File: config.mk
export PLATFORM = sky130hd
export DESIGN_NAME = lane_offset_scroller
export DESIGN_NICKNAME = d
export VERILOG_FILES = /design/src/rtl/lane_offset_scroller.sv
export SDC_FILE = /design/constraint.sdc
export NUM_CORES = 1
export LEC_CHECK = 0
export BUFFER_PORTS_ARGS = -buffer_cell sky130_fd_sc_hd__buf_2
export CAP_MARGIN = 20
export CORE_MARGIN = 2
export CORE_UTILIZATION = 56
export CTS_CLUSTER_SIZE = 10
export DETAILED_ROUTE_END_ITERATION = 10
export HOLD_SLACK_MARGIN = 0.06
export PLACE_DENSITY = 0.92
export SYNTH_ARGS = -nofsm -noshare
export SYNTH_HDL_FRONTEND = slang
export SYNTH_SLANG_ARGS = --single-unit
File: constraint.sdc
create_clock -name clock -period 4.5 [get_ports clock]
set_input_delay 0 -clock clock [delete_from_list [all_inputs] [get_ports clock]]
set_output_delay 0 -clock clock [all_outputs]
set_load 0.02 [all_outputs]
File: src/rtl/lane_offset_scroller.sv
// lane_offset_scroller: per-lane vertical scroll offsets advanced on a
// prescaled tick, with wrap pulses and a saturating miss counter.
module lane_offset_scroller #(
    parameter int          NUM_LANES  = 4,
    parameter int          OFFSET_W   = 6,
    parameter int          MAX_OFFSET = 59,
    parameter int          DIV_W      = 20,
    parameter int          STEP_W     = 3,
    parameter logic [5:0]  IDLE_STATE = 6'd0,
    parameter int          MISS_W     = 8
) (
    input  logic                          clock,
    input  logic                          reset,
    input  logic                          start,
    input  logic [5:0]                    current_state,
    input  logic                          edge_go,
    input  logic                          pause,
    input  logic [NUM_LANES-1:0]          lane_en,
    input  logic [NUM_LANES-1:0]          lane_clear,
    input  logic [STEP_W-1:0]             step,
    input  logic [DIV_W-1:0]              div_max,
    output logic [NUM_LANES*OFFSET_W-1:0] offset,
    output logic [NUM_LANES-1:0]          lane_wrap,
    output logic                          tick,
    output logic [MISS_W-1:0]             miss_count
);

    localparam logic [OFFSET_W:0] MAX_X  = (OFFSET_W+1)'(MAX_OFFSET);
    localparam logic [OFFSET_W:0] WRAP_X = (OFFSET_W+1)'(MAX_OFFSET + 1);

    logic [OFFSET_W-1:0] off_q [NUM_LANES];
    logic [OFFSET_W-1:0] off_d [NUM_LANES];
    logic [OFFSET_W:0]   lane_sum [NUM_LANES];
    logic [DIV_W-1:0]    cnt_q, cnt_d;
    logic                tick_q, tick_d;
    logic [NUM_LANES-1:0] wrap_q, wrap_d;
    logic [MISS_W-1:0]   miss_q, miss_d;
    logic [MISS_W:0]     pop, msum;
    logic                clr, tick_int;

    assign clr      = start && (current_state == IDLE_STATE);
    assign tick_int = (cnt_q == div_max);

    always_comb begin
        for (int i = 0; i < NUM_LANES; i++) begin
            lane_sum[i] = {1'b0, off_q[i]}
                        + {{(OFFSET_W+1-STEP_W){1'b0}}, step};
        end
    end

    always_comb begin
        off_d  = off_q;
        cnt_d  = cnt_q;
        tick_d = 1'b0;
        wrap_d = '0;
        miss_d = miss_q;
        pop    = '0;
        msum   = '0;
        if (clr) begin
            off_d  = '{default: '0};
            cnt_d  = '0;
            miss_d = '0;
        end else if (edge_go) begin
            off_d = '{default: '0};
            cnt_d = '0;
        end else if (!pause) begin
            cnt_d  = tick_int ? '0 : cnt_q + DIV_W'(1);
            tick_d = tick_int;
            for (int i = 0; i < NUM_LANES; i++) begin
                if (lane_clear[i]) begin
                    off_d[i] = '0;
                end else if (tick_int && lane_en[i]) begin
                    if (lane_sum[i] > MAX_X) begin
                        off_d[i]  = OFFSET_W'(lane_sum[i] - WRAP_X);
                        wrap_d[i] = 1'b1;
                    end else begin
                        off_d[i] = lane_sum[i][OFFSET_W-1:0];
                    end
                end
            end
            // several lanes can wrap together; each one counts as a miss
            for (int i = 0; i < NUM_LANES; i++) begin
                pop = pop + {{MISS_W{1'b0}}, wrap_d[i]};
            end
            msum   = {1'b0, miss_q} + pop;
            miss_d = msum[MISS_W] ? '1 : msum[MISS_W-1:0];
        end
    end

    always_ff @(posedge clock) begin
        if (reset) begin
            off_q  <= '{default: '0};
            cnt_q  <= '0;
            tick_q <= 1'b0;
            wrap_q <= '0;
            miss_q <= '0;
        end else begin
            off_q  <= off_d;
            cnt_q  <= cnt_d;
            tick_q <= tick_d;
            wrap_q <= wrap_d;
            miss_q <= miss_d;
        end
    end

    for (genvar g = 0; g < NUM_LANES; g++) begin : g_out
        assign offset[g*OFFSET_W +: OFFSET_W] = off_q[g];
    end

    assign lane_wrap  = wrap_q;
    assign tick       = tick_q;
    assign miss_count = miss_q;

endmodule

==> impl_results.md <==
- Internal power: 803 uW
- Layout area overhead: 20.7%
- Total Routing Usage GR: 25.5%
- XOR/XNOR Fraction of Synth Area: 13.2%
- H-tree levels: 3
- Largest family of logic cells by synthesized area: simple AND/OR/NAND/NOR gates
- Hold depth: 4
- Later-pin clock latency in the skew report: 0.35 ns
- Clock share of power: 43.8%
- Initial Util: 58.7%
- Post-synthesis mux area share: 1.49%
- Rel. slew slack: 55.6%
- Max Cap Viol: 0
- Final Hold Fails: 0
- Cell variety after synth: 69
- Fin crit share: 95.7%
- Post-synth EDFFs: 0
- Min Hold Slack: 0.104 ns
- Ports: 79
- Net Sw Frac: 25.6%
- Register share of total power: 47.0%
- Die extent in x: 88.9 um
- Tot Pwr: 1.08 mW
- Syn nets: 537
- P_leak: 2.04 nW
- Fin. max-slew vios: 0
- Hold_sp: lane_en[0]
- Fin util: 70.9%
- Logic pwr share: 9.2%
- Critical R2R Launch: offset[6]
- TritonCTS clock tree: yes
- Largest net degree at the start of global routing: 21
- DR vias/cell: 5.91
- Hold Path Sink: offset[1]
- Clk root buf: clkbuf_8
- Final wirelength: 10.1 mm
- Total power per unit cell area: 222 nW/um^2
- Netlist area before placement: 4030 sq um
- Setup TNS: 0 ns
- GR Util met2: 44.0%
- Register-to-Register Path Depth: 17
- Filler cells: 521
- Post-DRT Antenna Nets: 0
- Worst setup SP type: flop
- Routed vias: 3856
- Adder-cell share of the synthesized area: 10.3%
- Clock Pin Slew Worst Setup and Hold Paths: 0.07 ns
- GR peak layer: met2
- NetSw: 277 uW
- Share of cells above drive strength 1: 26.4%
- Synth Instances: 466
- Die Y-Extent: 88.9 um
- Row Count: 30
- Core footprint: 6870 sq um
- Grt ovf: 0
- GR Util met3: 4.57%
- Worst EP arrival: 4.58 ns
- Area of the die: 7900 sq um
- Grt met1 use: 30.1%
- Detailed placer's ending HPWL: 7.44 mm
- Async SR Flop Fraction: 0%
- Fmax: 232 MHz
- Register area share after synthesis: 28.3%
- WP data required: 4.77 ns
- Synth Area in Simple Gates: 25.6%
- Maximum vdd drop: 0.226 mV
- Post-synthesis compound-gate area fraction: 17.7%
- R2r endpoint: miss_count[5]
- Initial antenna violation count: 0
- Number of antenna diodes: 0
- DRC: 0
- Avg WL per Cell: 15.4 um
- Final setup violation count: 0
- Flop2flop setup slack: 0.19 ns
- DR pass1 iterations: 5
- Vias in the first global route: 3625
- Synthesized area per cell: 8.66 sq um
- Critical path type: reg -> reg
- Final net count: 623
- CTS Buffer Depth: 2
- Most frequent cells in the layout: 78 x buf_2, 55 x dfxtp_1, 39 x nor2_1
- Worst Setup End Kind: flop
- Number of buffers added on ports: 78
- First-pass GRT wire length: 15.8 mm
- Final worst path period need: 4.31 ns
- Worst Path Max Fanout: 6
- Most common cell after layout, fill and taps aside: buf_2
- Tightest Pin Transition: 0.665 ns
- Unrepaired setup endpoints after global routing: no
- Initial DRC Count: 257
- Primary FF master, synth: dfxtp_1
- GP Congestion: 0.963
- Synth warnings: 0
- Clock sink count: 57
- Worst Hold Class: in -> reg
- Status: finished, final reports clean
- Number of buffers created by CTS: 9
- Skew final: 0.0103 ns
- Yosys reg bits: 57
## critical path, stage by stage, from the launching register on
cell	delay, ns
dfxtp_1	0.34
ha_2	0.22
fa_2	0.42
a21o_1	0.23
xor2_1	0.16
and3_1	0.20
a21oi_2	0.18
o21ai_4	0.10
and3b_1	0.20
fa_1	0.52
inv_1	0.07
fa_2	0.39
inv_2	0.08
fa_2	0.20
and4_4	0.23
and2_4	0.15
nand4_1	0.30
a21oi_1	0.23
## power groups by stage
stage / clock, mW / sequential [mW] / combinational, mW
after detailed placement: 0 / 0.519 / 0.0903
after global routing: 0.499 / 0.507 / 0.108
after CTS: 0.479 / 0.507 / 0.0942
after floorplan: 0 / 0.519 / 0.0526
after global placement: 0 / 0.519 / 0.0874
final: 0.473 / 0.507 / 0.0992
## registers in the layout, summed over array words and instances, names as in the netlist
name / count
miss_count: 8
lane_wrap: 4
tick: 1
cnt_q: 20
offset: 24
## final cells by class
| type | count | area (sq um) | area share (%) |
|---|---|---|---|
| Multi-Input combinational cell | 380 | 2850 | 58.6 |
| Sequential cell | 57 | 1140 | 23.5 |
| Clock inverter | 7 | 71.3 | 1.46 |
| Timing Repair Buffer | 93 | 515 | 10.6 |
| Tap cell | 96 | 120 | 2.47 |
| Inverter | 11 | 41.3 | 0.848 |
| Clock buffer | 9 | 124 | 2.54 |
## cell usage after synthesis (2+ instances only)
cell type	instances	share of area, %
and2_1	2	0.31
xor2_1	18	3.9
buf_2	3	0.37
nand4b_1	4	0.87
clkbuf_1	11	1.0
o31ai_1	4	0.74
ha_1	22	6.8
nand3_2	2	0.50
or3_1	3	0.47
and3_1	12	1.9
a21oi_1	19	2.4
nand2_1	38	3.5
nand3_4	3	1.3
xnor2_1	41	8.9
a21oi_2	3	0.65
nor3_1	7	0.87
nor3b_1	3	0.56
o21a_1	6	1.1
o2bb2ai_1	9	2.0
nand3b_1	3	0.56
nor2b_1	7	1.1
a221oi_1	2	0.43
nor4_1	2	0.31
mux2i_1	6	1.5
o221ai_1	2	0.43
buf_4	2	0.37
o21ai_1	7	0.87
nand3_1	25	3.1
nand4_1	14	2.2
a31oi_1	6	0.93
inv_1	10	0.93
and4_1	2	0.43
or2_1	2	0.31
and3b_1	3	0.65
a32oi_1	3	0.65
a21o_1	15	2.8
nor2_1	40	3.7
o32ai_1	2	0.43
dfxtp_1	57	28
o21ai_0	10	1.2
fa_1	7	3.5
buf_6	2	0.56
## per-stage QoR
step / setup slack, ns / area (sq um) / instances
floorplan: 0.452 / 4030 / 466
global placement: 0.316 / 4490 / 627
detailed placement: 0.0631 / 4490 / 627
CTS: 0.0440 / 4730 / 648
global route: 0.0176 / 4870 / 653
finish: 0.192 / 4870 / 653
## per-layer routing
layer	routed length, um	vias up
met5	0	-
met4	322	0
met3	682	36
met2	4880	170
met1	4160	1796
li1	-	1854
## cells by family (layout without fill, tap and decap cells)
group	Yosys count	in the layout
AOI/OAI and AO/OA	100	100
xor gates and xnor gates	60	60
adders and majority gates	29	29
buffers and inverters	29	120
DFF	57	57
muxes	6	6
and+or+nand+nor	185	185
## worst max-delay path by stage
| stage | from | endpoint | slack [ns] | cells past startpoint |
|---|---|---|---|---|
| after floorplan | offset[6] | miss_count[0] | 0.45 | 17 |
| after CTS | offset[7] | miss_count[2] | 0.04 | 18 |
| after detailed placement | offset[6] | miss_count[2] | 0.06 | 17 |
| final | offset[6] | miss_count[5] | 0.19 | 17 |
| after global routing | offset[6] | miss_count[5] | 0.02 | 17 |
| after global placement | offset[7] | miss_count[5] | 0.32 | 18 |
## repair_timing
action	in CTS	in global routing
endpoints found under the hold margin	15	0
resized for setup	0	24
setup buffers	0	5
hold buffers	5	0
endpoints found under the setup margin	0	8
No activity file was read; power rests on OpenSTA's default activity.
